**config.mk**
```make
export PLATFORM = sky130hd
export DESIGN_NAME = pe_ws
export DESIGN_NICKNAME = d
export VERILOG_FILES = /design/src/rtl/pe_pkg.sv /design/src/rtl/pe_weight_bank.sv /design/src/rtl/pe_ws.sv
export SDC_FILE = /design/constraint.sdc
export NUM_CORES = 1
export LEC_CHECK = 0
export BUFFER_PORTS_ARGS = -buffer_cell sky130_fd_sc_hd__buf_2
export CORE_MARGIN = 2
export CORE_UTILIZATION = 53
export CTS_BUF_LIST = sky130_fd_sc_hd__clkbuf_8 sky130_fd_sc_hd__clkbuf_16
export CTS_CLUSTER_SIZE = 20
export DETAILED_ROUTE_END_ITERATION = 6
export PLACE_DENSITY = 0.79
export SLEW_MARGIN = 20
export SYNTH_ARGS = -nofsm -noshare
export SYNTH_HDL_FRONTEND = slang
export SYNTH_SLANG_ARGS = --single-unit
export TNS_END_PERCENT = 5
```
**constraint.sdc**
```tcl
create_clock -name clk_i -period 8.25 [get_ports clk_i]
set_input_delay 1.65 -clock clk_i [delete_from_list [all_inputs] [get_ports clk_i]]
set_output_delay 1.65 -clock clk_i [all_outputs]
set_load 0.01 [all_outputs]
```
**src/rtl/pe_pkg.sv**
```systemverilog
// Shared defaults, weight-beat record and saturating add for the weight-stationary PE.
// Pure declarations; no state, no latency.
package pe_pkg;

    localparam int PE_DATA_WIDTH = 8;
    localparam int PE_ACC_WIDTH  = 32;
    localparam int PE_WBANKS     = 2;
    localparam int PE_ROWS       = 8;

    // Weight beat at the default geometry (2 banks, 8 rows).
    typedef struct packed {
        logic                                valid;
        logic [PE_DATA_WIDTH-1:0]            data;
        logic [$clog2(PE_WBANKS)-1:0]        bank;
        logic [$clog2(PE_ROWS)-1:0]          hop;
    } w_beat_t;

    // Operands arrive already extended to 64 bits; the clamp is applied at acc_w bits (acc_w <= 64).
    function automatic logic [63:0] sat_add(input logic [63:0] a,
                                            input logic [63:0] b,
                                            input int unsigned acc_w,
                                            input logic        is_signed);
        logic [64:0] sum;
        logic [64:0] max_v;
        logic [64:0] min_v;
        logic [63:0] res;
        sum   = {is_signed & a[63], a} + {is_signed & b[63], b};
        res   = sum[63:0];
        if (is_signed) begin
            max_v = (65'd1 << (acc_w - 1)) - 65'd1;
            min_v = ~max_v;
            if ($signed(sum) > $signed(max_v)) begin
                res = max_v[63:0];
            end else if ($signed(sum) < $signed(min_v)) begin
                res = min_v[63:0];
            end
        end else begin
            max_v = (65'd1 << acc_w) - 65'd1;
            if (sum > max_v) begin
                res = max_v[63:0];
            end
        end
        return res;
    endfunction

endpackage

```
**src/rtl/pe_weight_bank.sv**
```systemverilog
// WBANKS weight registers with loaded flags; one write port, one combinational read port.
// Read returns pre-write contents in the cycle of a write; out-of-range reads give 0 and not-loaded.
module pe_weight_bank #(
    parameter  int DATA_WIDTH = 8,
    parameter  int WBANKS     = 2,
    localparam int BANK_W     = $clog2(WBANKS)
) (
    input  logic                  clk_i,
    input  logic                  rst_i,
    input  logic                  wr_en_i,
    input  logic [BANK_W-1:0]     wr_bank_i,
    input  logic [DATA_WIDTH-1:0] wr_data_i,
    input  logic [BANK_W-1:0]     rd_bank_i,
    output logic [DATA_WIDTH-1:0] rd_data_o,
    output logic                  rd_loaded_o
);

    logic [DATA_WIDTH-1:0] r_bank [WBANKS];
    logic [WBANKS-1:0]     r_loaded;

    always_ff @(posedge clk_i) begin
        if (rst_i) begin
            for (int i = 0; i < WBANKS; i++) begin
                r_bank[i] <= '0;
            end
            r_loaded <= '0;
        end else if (wr_en_i && (int'(wr_bank_i) < WBANKS)) begin
            r_bank[wr_bank_i]   <= wr_data_i;
            r_loaded[wr_bank_i] <= 1'b1;
        end
    end

    always_comb begin
        rd_data_o   = '0;
        rd_loaded_o = 1'b0;
        if (int'(rd_bank_i) < WBANKS) begin
            rd_data_o   = r_bank[rd_bank_i];
            rd_loaded_o = r_loaded[rd_bank_i];
        end
    end

endmodule

```
**src/rtl/pe_ws.sv**
```systemverilog
// Weight-stationary systolic PE: hop-addressed weight load, banked weights, valid-qualified MAC.
// All outputs registered, 1-cycle latency, no backpressure. PE_SAT_EN selects saturating accumulation.
module pe_ws
    import pe_pkg::*;
#(
    parameter  int DATA_WIDTH = PE_DATA_WIDTH,
    parameter  int ACC_WIDTH  = PE_ACC_WIDTH,
    parameter  int WBANKS     = PE_WBANKS,
    parameter  int ROWS       = PE_ROWS,
    parameter  int SIGNED     = 1,
    localparam int BANK_W     = $clog2(WBANKS),
    localparam int HOP_W      = $clog2(ROWS)
) (
    input  logic                  clk_i,
    input  logic                  rst_i,
    input  logic                  act_valid_i,
    input  logic [DATA_WIDTH-1:0] act_i,
    input  logic [BANK_W-1:0]     act_bank_i,
    output logic                  act_valid_o,
    output logic [DATA_WIDTH-1:0] act_o,
    output logic [BANK_W-1:0]     act_bank_o,
    input  logic                  w_valid_i,
    input  logic [DATA_WIDTH-1:0] w_data_i,
    input  logic [BANK_W-1:0]     w_bank_i,
    input  logic [HOP_W-1:0]      w_hop_i,
    output logic                  w_valid_o,
    output logic [DATA_WIDTH-1:0] w_data_o,
    output logic [BANK_W-1:0]     w_bank_o,
    output logic [HOP_W-1:0]      w_hop_o,
    input  logic [ACC_WIDTH-1:0]  psum_i,
    output logic [ACC_WIDTH-1:0]  psum_o,
    output logic                  psum_valid_o,
    output logic                  err_o
);

    localparam int PROD_W = 2 * DATA_WIDTH;

    typedef struct packed {
        logic                  valid;
        logic [DATA_WIDTH-1:0] data;
        logic [BANK_W-1:0]     bank;
        logic [HOP_W-1:0]      hop;
    } beat_t;

    beat_t                 r_w;
    logic                  r_act_vld;
    logic [DATA_WIDTH-1:0] r_act;
    logic [BANK_W-1:0]     r_act_bank;
    logic [ACC_WIDTH-1:0]  r_psum;
    logic                  r_psum_vld;
    logic                  r_err;

    logic                  w_capture;
    logic [DATA_WIDTH-1:0] w_weight;
    logic                  w_loaded;
    logic [PROD_W-1:0]     w_a_x;
    logic [PROD_W-1:0]     w_b_x;
    logic [PROD_W-1:0]     w_prod;
    logic [ACC_WIDTH-1:0]  w_prod_ext;
    logic [ACC_WIDTH-1:0]  w_mac;

    assign w_capture = w_valid_i && (w_hop_i == '0);

    pe_weight_bank #(
        .DATA_WIDTH (DATA_WIDTH),
        .WBANKS     (WBANKS)
    ) u_bank (
        .clk_i       (clk_i),
        .rst_i       (rst_i),
        .wr_en_i     (w_capture),
        .wr_bank_i   (w_bank_i),
        .wr_data_i   (w_data_i),
        .rd_bank_i   (act_bank_i),
        .rd_data_o   (w_weight),
        .rd_loaded_o (w_loaded)
    );

    // Operands are widened before the multiply so the low PROD_W bits are exact in either mode.
    if (SIGNED != 0) begin : g_signed
        assign w_a_x      = PROD_W'($signed(act_i));
        assign w_b_x      = PROD_W'($signed(w_weight));
        assign w_prod_ext = ACC_WIDTH'($signed(w_prod));
    end else begin : g_unsigned
        assign w_a_x      = PROD_W'(act_i);
        assign w_b_x      = PROD_W'(w_weight);
        assign w_prod_ext = ACC_WIDTH'(w_prod);
    end

    assign w_prod = w_a_x * w_b_x;

`ifdef PE_SAT_EN
    logic [63:0] w_psum_x;
    logic [63:0] w_prod_x;
    logic [63:0] w_sat;
    if (SIGNED != 0) begin : g_sat_sx
        assign w_psum_x = 64'($signed(psum_i));
        assign w_prod_x = 64'($signed(w_prod_ext));
    end else begin : g_sat_zx
        assign w_psum_x = 64'(psum_i);
        assign w_prod_x = 64'(w_prod_ext);
    end
    assign w_sat = sat_add(w_psum_x, w_prod_x, ACC_WIDTH, 1'(SIGNED != 0));
    assign w_mac = w_sat[ACC_WIDTH-1:0];
`else
    assign w_mac = psum_i + w_prod_ext;
`endif

    always_ff @(posedge clk_i) begin
        if (rst_i) begin
            r_w        <= '0;
            r_act_vld  <= 1'b0;
            r_act      <= '0;
            r_act_bank <= '0;
            r_psum     <= '0;
            r_psum_vld <= 1'b0;
            r_err      <= 1'b0;
        end else begin
            r_act_vld  <= act_valid_i;
            r_act      <= act_i;
            r_act_bank <= act_bank_i;

            // Captured or idle beats clear valid but leave the last forwarded payload in place.
            if (w_valid_i && (w_hop_i != '0)) begin
                r_w.valid <= 1'b1;
                r_w.data  <= w_data_i;
                r_w.bank  <= w_bank_i;
                r_w.hop   <= w_hop_i - HOP_W'(1);
            end else begin
                r_w.valid <= 1'b0;
            end

            if (act_valid_i) begin
                r_psum     <= w_mac;
                r_psum_vld <= 1'b1;
                if (!w_loaded) begin
                    r_err <= 1'b1;
                end
            end else begin
                r_psum     <= psum_i;
                r_psum_vld <= 1'b0;
            end
        end
    end

    assign act_valid_o  = r_act_vld;
    assign act_o        = r_act;
    assign act_bank_o   = r_act_bank;
    assign w_valid_o    = r_w.valid;
    assign w_data_o     = r_w.data;
    assign w_bank_o     = r_w.bank;
    assign w_hop_o      = r_w.hop;
    assign psum_o       = r_psum;
    assign psum_valid_o = r_psum_vld;
    assign err_o        = r_err;

endmodule

```
# --- After elaboration in Yosys (flattened, before gate mapping) ---
# Memory sizes are Yosys's and may differ from the RTL's.
# Cells that the tools add are included.
op_classes:
  n_addsub: 2
  n_mul: 1
  order_cmp: 3
  n_mux: 15
  bitwise: 2
  reduce_logical: 7
ops:
  columns: ["operator", "n"]
  rows:
  - ["32-bit adder", 1]
  - ["32-bit two-way mux", 1]
  - ["8-bit by 8-bit multiplier with 16-bit output", 1]
  - ["1-bit two-way mux", 12]
  - ["8-bit two-way mux", 1]
  - ["8-bit OR reduction", 1]
  - ["1-bit by 2-bit < comparator with 1-bit output (second input constant)", 2]
  - ["1-bit logical AND", 3]
  - ["3-bit zero test", 1]
  - ["3-bit nonzero test", 1]
  - ["3-bit by 1-bit subtractor with 3-bit output (second input constant)", 1]
  - ["2-bit bitwise OR", 1]
  - ["2-bit AND reduction", 1]
  - ["1-bit demux with 1-bit select", 1]
  - ["1-bit >= comparator (second input constant)", 1]
  - ["1-bit NOT", 1]
totals:
  regBits: 59
  ramBits: 16
  input_bits: 57
  output_inout_bits: 57
  elab_cells: 42
  n_memories: 1
mem_list:
  columns: ["memory", "depth", "word_bits", "rd", "rd_ports_with_merged_regs", "wr", "line", "text"]
  rows:
  - ["u_bank.r_bank", 2, 8, 1, 0, 2, "pe_weight_bank.sv:18", "logic [DATA_WIDTH-1:0] r_bank [WBANKS];"]

# --- Depth between registers and ports, before layout ---
# Gate-level depths: netlist (run 1).
logic_depth:
  depth_word: 7
  mapped_depth: 29
  ltp_nobuf: 28

# --- Cells and area by module ---
# Synthesis (run 1) repeated with hierarchy kept, for this count alone.
unflattened:
  cells_unflattened: 757
  area_unflattened_um2: 6791.5
modules_own_cells:
  columns: ["mod", "instances", "cells_each", "area_per_inst_um2", "seq_area_each_um2"]
  rows:
  - ["pe_ws", 1, 703, 5995.8, 1121.1]
  - ["pe_weight_bank", 1, 54, 795.8, 520.5]

# --- Worst setup path before layout (run 1) ---
# OpenSTA, ideal clock, no wires.
synth_timing:
  kind: "input to register"
  start: "in act_bank_i"
  end: "reg r_psum[31] (netlist: psum_o[31])"
  setup_ps: 123
  arrival_time_ps: 8820
  t_required_ps: 8127
  path_slack_ps: -693
  path_stages: 26
  n_path_buf: 1
  path_cell_list: "clkbuf_1 mux2_2 and2_1 fa_1 inv_1 fa_1 inv_1 fa_1 inv_1 fa_1 inv_1 ha_1 and3_1 a21oi_1 o21ai_1 o41a_1 xnor2_2 ha_1 a21o_1 a221oi_2 o21a_2 nor4_1 a211o_1 or3b_1 mux2i_1 mux2_1"
synth_between:
  elab_chain_len: 4
synth_lines:
  columns: ["item", "line", "text"]
  rows:
  - ["start, declared", "pe_ws.sv:18", "input logic [BANK_W-1:0] act_bank_i,"]
  - ["memory 2 x 8 bit", null, null]
  - ["8-bit by 8-bit multiplier with 16-bit output", "pe_ws.sv:89", "assign w_prod = w_a_x * w_b_x;"]
  - ["32-bit adder", "pe_ws.sv:105", "assign w_mac = psum_i + w_prod_ext;"]
  - ["32-bit two-way mux", "pe_ws.sv:132", "if (act_valid_i) begin"]
  - ["end signal, assigned", "pe_ws.sv:133", "r_psum <= w_mac;"]
  - ["end signal, assigned", "pe_ws.sv:139", "r_psum <= psum_i;"]
  - ["end, declared", "pe_ws.sv:49", "logic [ACC_WIDTH-1:0] r_psum;"]
# Every way passes these cells.
# A chain may end at the register's enable or synchronous reset.

# --- Worst setup path after layout (run 1) ---
# Ends and elaborated chain as after synthesis.

==> key figures, run 1 <==
Status
  – Status: finished clean

Setup path
  – WS Path Type: input pin to flip-flop
  – Crit path capture type: flip-flop
  – CP Data Required Time: 8.49 ns
  – Worst-path maximum fanout: 14
  – Worst path max stage delay: 0.53 ns
  – Crit-path slowest cell: fa_1
  – Setup crit start kind: input pin
  – Most frequent CP cell: fa_1
  – Crit path DAT: 8.29 ns

Timing
  – Final Hold Fails: 0
  – Worst slew pin tran: 1.02 ns
  – Fmax: 0.124 GHz
  – Final TNS setup: 0 ns
  – Clk_skew: 0.00670 ns
  – Hold WS: 0.455 ns
  – Final Max Slew Viols: 0
  – Slew headroom: 0.323
  – Tcrit/Tclk final: 0.976
  – Endpoints failing setup: 0
  – Fin crit period: 8.05 ns
  – RSZ-0062 raised after global routing: yes

Placement
  – PortBufs: 113
  – Global placer's final weighted congestion: 0.898
  – Post-placement cell area: 0.00851 mm^2
  – Detailed Place HPWL: 12,900 um

Global route
  – Antenna violations before repair: 0
  – Largest net degree at the start of global routing: 62
  – Grt total ovfl: 0
  – Gr usage total: 0.232
  – Vias in the first global route: 5,951
  – First-pass GRT wire length: 26,800 um

Drt
  – ANT nets after route: 0
  – DRT Pass-1 Iters: 4
  – First DRT Iteration DRCs: 241
  – DRC violations left: 0
  – WL final: 16,100 um
  – WL per Instance: 14.1 um
  – DR vias: 6,059
  – Vias per std cell: 5.29

Yosys
  – Top area cells in the synthesized netlist: dfxtp_1 (17%), fa_1 (16%), ha_1 (11%)
  – Largest area contributor in the netlist: dfxtp_1
  – Sequential share of the synthesized area: 0.234
  – Yosys warnings: 0
  – Async SR Flop Fraction: 0
  – Post-synth EDFFs: 16
  – Commonest cells post-synth: inv_1 (105), ha_1 (62), dfxtp_1 (58)
  – Cell variety after synth: 69
  – Most numerous cell in the Yosys netlist: inv_1
  – Main synth FF type: dfxtp_1
  – Syn Nets: 956
  – Syn Inst Count: 781
  – Netlist Area Pre-Place: 0.00701 mm^2
  – Share of the synthesized area in the top cell type: 0.166
  – Mean area per synthesized cell: 8.97 um^2
  – Flops & latches, synth: 74

Finish
  – N_diodes: 0
  – # fillers: 1,072
  – Final core occ: 0.678
  – Design area: 0.00887 mm^2
  – Synth-to-Final Area Change: 26.7%
  – Multi-input gate area: 0.00510 mm^2
  – Nets: 1,139
  – Layout cell share with drive strength beyond 1: 0.275
  – Register area: 0.00164 mm^2

Floorplan
  – Die ar.: 0.0142 mm^2
  – Core Region: 0.0131 mm^2
  – Std cell rows: 42
  – Io pins: 114
  – Die H: 119 um
  – Die W: 119 um
  – Initial Utilization: 0.535

CTS
  – Htree depth: 3
  – Maximum clock path buffer count: 2
  – Clock slew at reported path FFs: 0.07 ns
  – CTS Sinks: 74
  – CTS tree: built
  – Root buf cell: clkbuf_16
  – CTS Buf Count: 9
  – Clock Latency Late Sink: 0.35 ns

Flow run
  – Total of max-cap violations: 0

Min path
  – HP Class: flip-flop to flip-flop
==> flip-flops by register name (all words and copies together) (netlist names) <==
| name | cells |
|---|---|
| psum_o | 32 |
| u_bank.r_bank | 16 |
| act_o | 8 |
| w_data_o | 8 |
| w_hop_o | 3 |
| u_bank.r_loaded | 2 |
| act_bank_o | 1 |
| act_valid_o | 1 |
| err_o | 1 |
| w_bank_o | 1 |
| w_valid_o | 1 |
==> area by class of cell <==
type	count	area share
clock inverters	7	0.00930
clock buffers	9	0.0254
repair buffers	194	0.136
multi-input cells	580	0.575
flip-flops and latches	74	0.185
well taps	176	0.0248
inverters	105	0.0444
==> routing by layer <==
metal  track usage  share of wire
met4        0.0774          0.020
met2         0.398           0.50
met5             0              0
met1         0.289           0.42
met3        0.0498          0.058
==> cell families after synthesis <==
family / count (synthesis) / share of synthesized area
mux: 29 / 0.0421
xor+xnor: 32 / 0.0411
simple gates: 251 / 0.190
fa+ha+maj: 118 / 0.271
buf+inv: 127 / 0.0729
flops: 74 / 0.234
compound gates: 150 / 0.149
==> timing repair <==
action / 4_1_cts / 5_1_grt
hold buffers: 0 / 0
buffers inserted: 0 / 0
setup endpoints to repair: 0 / 8
gates resized for setup: 0 / 12
==> cell usage in the layout, fill, tap and decap left out, types with 7 or more instances in the layout <==
| master | netlist | routed |
|---|---|---|
| nor2_1 | 48 | 48 |
| mux2i_1 | 25 | 20 |
| nand3b_1 | 7 | 7 |
| inv_1 | 105 | 101 |
| ha_1 | 62 | 54 |
| buf_2 | 0 | 113 |
| o21ai_0 | 18 | 15 |
| o21bai_1 | 7 | 7 |
| dfxtp_1 | 58 | 58 |
| edfxtp_1 | 16 | 16 |
| clkbuf_16 | 0 | 9 |
| buf_4 | 1 | 78 |
| a21o_1 | 18 | 18 |
| a211oi_1 | 11 | 8 |
| and2_1 | 35 | 32 |
| ha_4 | 0 | 8 |
| xnor2_1 | 26 | 26 |
| nor2b_1 | 40 | 40 |
| nand2_1 | 53 | 52 |
| a21oi_1 | 43 | 39 |
| and3_1 | 9 | 9 |
| nor3_1 | 8 | 7 |
| nand3_1 | 11 | 11 |
| fa_1 | 56 | 55 |
| nand2b_1 | 14 | 14 |
==> critical path: cells and delay by family <==
family	cells	cell delay, ns
xor+xnor	1	0.21
fa+ha+maj	6	2.44
mux	3	0.83
simple gates	4	0.65
buf+inv	7	0.63
compound gates	8	1.87
==> worst paths after layout <==
check                               startpoint                         endpoint  slack [ns]  cells past startpoint
max                                 act_bank_i            psum_o[31]$_SDFF_PP0_        0.20                     29
max reg2reg  u_bank.r_bank[0][4]$_SDFFCE_PN0P_            psum_o[31]$_SDFF_PP0_        1.37                     27
min            u_bank.r_loaded[1]$_SDFFE_PP0P_  u_bank.r_loaded[1]$_SDFFE_PP0P_        0.45                      1
min reg2reg    u_bank.r_loaded[1]$_SDFFE_PP0P_  u_bank.r_loaded[1]$_SDFFE_PP0P_        0.45                      1
==> per-stage QoR <==
step,setup WS (ns),cells
3_3_place_gp,-0.149,1129
5_1_grt,-0.0790,1145
4_1_cts,0.0898,1145
6_report,0.198,1145
3_5_place_dp,-0.274,1129
2_1_floorplan,-0.0427,781
Power of run 1 is not shown: default switching activity piles up to over one toggle a cycle in this logic, so the estimate is an artifact.
==> run 2: changes to the inputs <==
PLACE_DENSITY = 0.86   (was 0.79)
==> run 2 against run 1 <==
Net effect: count of clock-buffer cells in the layout is the same; fmax shrank 0.13%; routed wire length grew 2.2%; critical path depth shrank 2; worst hold slack lost 0.0055 ns; cell area grew 0.54%; die area is the same; setup slack lost 0.011 ns; first-iteration DRC count grew 22%.
==> key figures, run 2 (synthesized netlist as in run 1, its figures left out) <==
CTS
  – CTS Buf Count: 9 (unchanged)
  – Root buf cell: clkbuf_16 (unchanged)
  – # hold bufs at CTS: 0 (unchanged)
  – Maximum clock path buffer count: 2 (unchanged)
  – Clock slew at reported path FFs: 0.06 ns (was 0.07 ns)
  – CTS tree: built (unchanged)
  – Htree depth: 3 (unchanged)
  – Clock Latency Late Sink: 0.35 ns (about the same)
  – CTS Sinks: 74 (unchanged)

Placement
  – Global placer's final weighted congestion: 0.904 (was 0.898)
  – PortBufs: 113 (unchanged)
  – Placed Cells: 1,134 (was 1,129)
  – Detailed Place HPWL: 13,200 um (was 12,900 um)

Drt
  – WL final: 16,500 um (was 16,100 um)
  – First DRT Iteration DRCs: 293 (was 241)
  – DR vias: 6,177 (was 6,059)
  – WL per Instance: 14.3 um (was 14.1 um)
  – ANT nets after route: 0 (unchanged)
  – Vias per std cell: 5.35 (was 5.29)
  – DRT Pass-1 Iters: 5 (was 4)
  – DRC violations left: 0 (unchanged)

Floorplan
  – Io pins: 114 (unchanged)
  – Std cell rows: 42 (unchanged)
  – Initial Utilization: 0.535 (unchanged)
  – Die H: 119 um (unchanged)
  – Core Region: 0.0131 mm^2 (unchanged)
  – Die ar.: 0.0142 mm^2 (unchanged)
  – Die W: 119 um (unchanged)

Global route
  – GR Util met1: 0.285 (was 0.289)
  – Gr usage total: 0.240 (was 0.232)
  – Routing usage on met2: 0.431 (was 0.398)
  – GR Util met3: 0.0517 (was 0.0498)
  – Grt total ovfl: 0 (unchanged)
  – Vias in the first global route: 6,173 (was 5,951)
  – Largest net degree at the start of global routing: 62 (unchanged)
  – Antenna violations before repair: 0 (unchanged)
  – Busiest grt layer: met2 (unchanged)
  – First-pass GRT wire length: 27,500 um (was 26,800 um)

Timing
  – Clk_skew: 0.00740 ns (was 0.00670 ns)
  – RSZ-0062 raised after global routing: yes (unchanged)
  – Fmax: 0.124 GHz (about the same)
  – Final Max Slew Viols: 0 (unchanged)
  – Fin crit period: 8.06 ns (was 8.05 ns)
  – Endpoints failing setup: 0 (unchanged)
  – Final Hold Fails: 0 (unchanged)
  – Tcrit/Tclk final: 0.977 (was 0.976)
  – Slew headroom: 0.304 (was 0.323)
  – Worst slew pin tran: 1.04 ns (was 1.02 ns)

Setup path
  – Worst path max stage delay: 0.60 ns (was 0.53 ns)
  – Worst-path maximum fanout: 7 (was 14)
  – CP Data Required Time: 8.49 ns (about the same)
  – Crit path capture type: flip-flop (unchanged)
  – Crit path DAT: 8.30 ns (was 8.29 ns)
  – WS Path Type: input pin to flip-flop (unchanged)
  – Top Family by Delay on Critical Path: adder cells (unchanged)
  – CP bufs+invs: 6 (was 7)
  – Setup crit start kind: input pin (unchanged)
  – Crit-path slowest cell: fa_2 (was fa_1)
  – Most frequent CP cell: fa_1 (unchanged)

Finish
  – Synth-to-Final Area Change: 27.3% (was 26.7%)
  – Most frequent cells in the layout: buf_2 (113), inv_1 (102), buf_4 (86) (was buf_2 (113), inv_1 (101), buf_4 (78))
  – Max reg flops: 32 (unchanged)
  – Nets: 1,148 (was 1,139)
  – N_diodes: 0 (unchanged)
  – Commonest non-fill, non-tap cell in the layout: buf_2 (unchanged)
  – # fillers: 1,010 (was 1,072)
  – Layout cell share with drive strength beyond 1: 0.281 (was 0.275)
  – Final cell count without fillers: 1,154 (was 1,145)

Min path
  – HP Class: flip-flop to flip-flop (unchanged)

Status
  – Status: finished clean (unchanged)

Flow run
  – Total of max-cap violations: 0 (unchanged)
## run 2: cell types whose count changed in the layout (fill, tap and decap cells not counted), sizes merged
cell      delta
buf          +9
inv          -4
clkinvlp     +2
clkinv       +2
## run 2: worst reg2reg max path: cells and delay by family, from the launching register on
| kind | cells | cell delay, ns |
|---|---|---|
| fa+ha+maj | 6 | 2.64 |
| buf+inv | 4 | 0.47 |
| compound gates | 7 | 1.55 |
| simple gates | 4 | 0.72 |
| mux | 3 | 0.81 |
| xor+xnor | 1 | 0.21 |
| flops | 1 | 0.38 |
## run 2: path summary, 6_finish.rpt
| check | startpoint | endpoint | slack (ns) | cells after the start |
|---|---|---|---|---|
| setup / recovery | act_bank_i | psum_o[31]$_SDFF_PP0_ | 0.19 | 27 |
| hold / removal | u_bank.r_loaded[0]$_SDFFE_PP0P_ | u_bank.r_loaded[0]$_SDFFE_PP0P_ | 0.45 | 1 |
| setup reg to reg | u_bank.r_bank[0][4]$_SDFFCE_PN0P_ | psum_o[31]$_SDFF_PP0_ | 1.39 | 25 |
| hold reg to reg | u_bank.r_loaded[0]$_SDFFE_PP0P_ | u_bank.r_loaded[0]$_SDFFE_PP0P_ | 0.45 | 1 |
## run 2: layout make-up
| class | instances | area, um^2 | share of cell area |
|---|---|---|---|
| inverters | 105 | 394 | 0.0442 |
| clock inverters | 7 | 71.3 | 0.00799 |
| multi-input cells | 580 | 5110 | 0.573 |
| clock buffers | 9 | 225 | 0.0252 |
| repair buffers | 203 | 1260 | 0.141 |
| flip-flops and latches | 74 | 1640 | 0.184 |
| well taps | 176 | 220 | 0.0247 |
## run 2: repair_timing
item                       4_1_cts  5_1_grt
setup buffers                    0        4
gates resized for setup          0       19
setup endpoints to repair        0       11
## run 2: metrics by stage
stage / hold slack, ns / util / instance area (um^2) / setup TNS (ns) / setup slack (ns)
6_report: 0.449 / 0.682 / 8920 / 0 / 0.187
5_1_grt: 0.471 / 0.682 / 8920 / -0.0908 / -0.0843
4_1_cts: 0.453 / 0.673 / 8810 / 0 / 0.0775
3_5_place_dp: 0.439 / 0.651 / 8510 / -1.08 / -0.246
3_3_place_gp: 0.440 / 0.651 / 8510 / -0.741 / -0.160
2_1_floorplan: 0.426 / - / 7220 / -0.0427 / -0.0427
## run 2: metal layers
layer / routed length [um] / part of all wire
met1: 6890 / 0.42
met2: 8320 / 0.50
met3: 947 / 0.057
met4: 325 / 0.020
met5: 0 / 0
Power of run 2 is left out for the same reason.
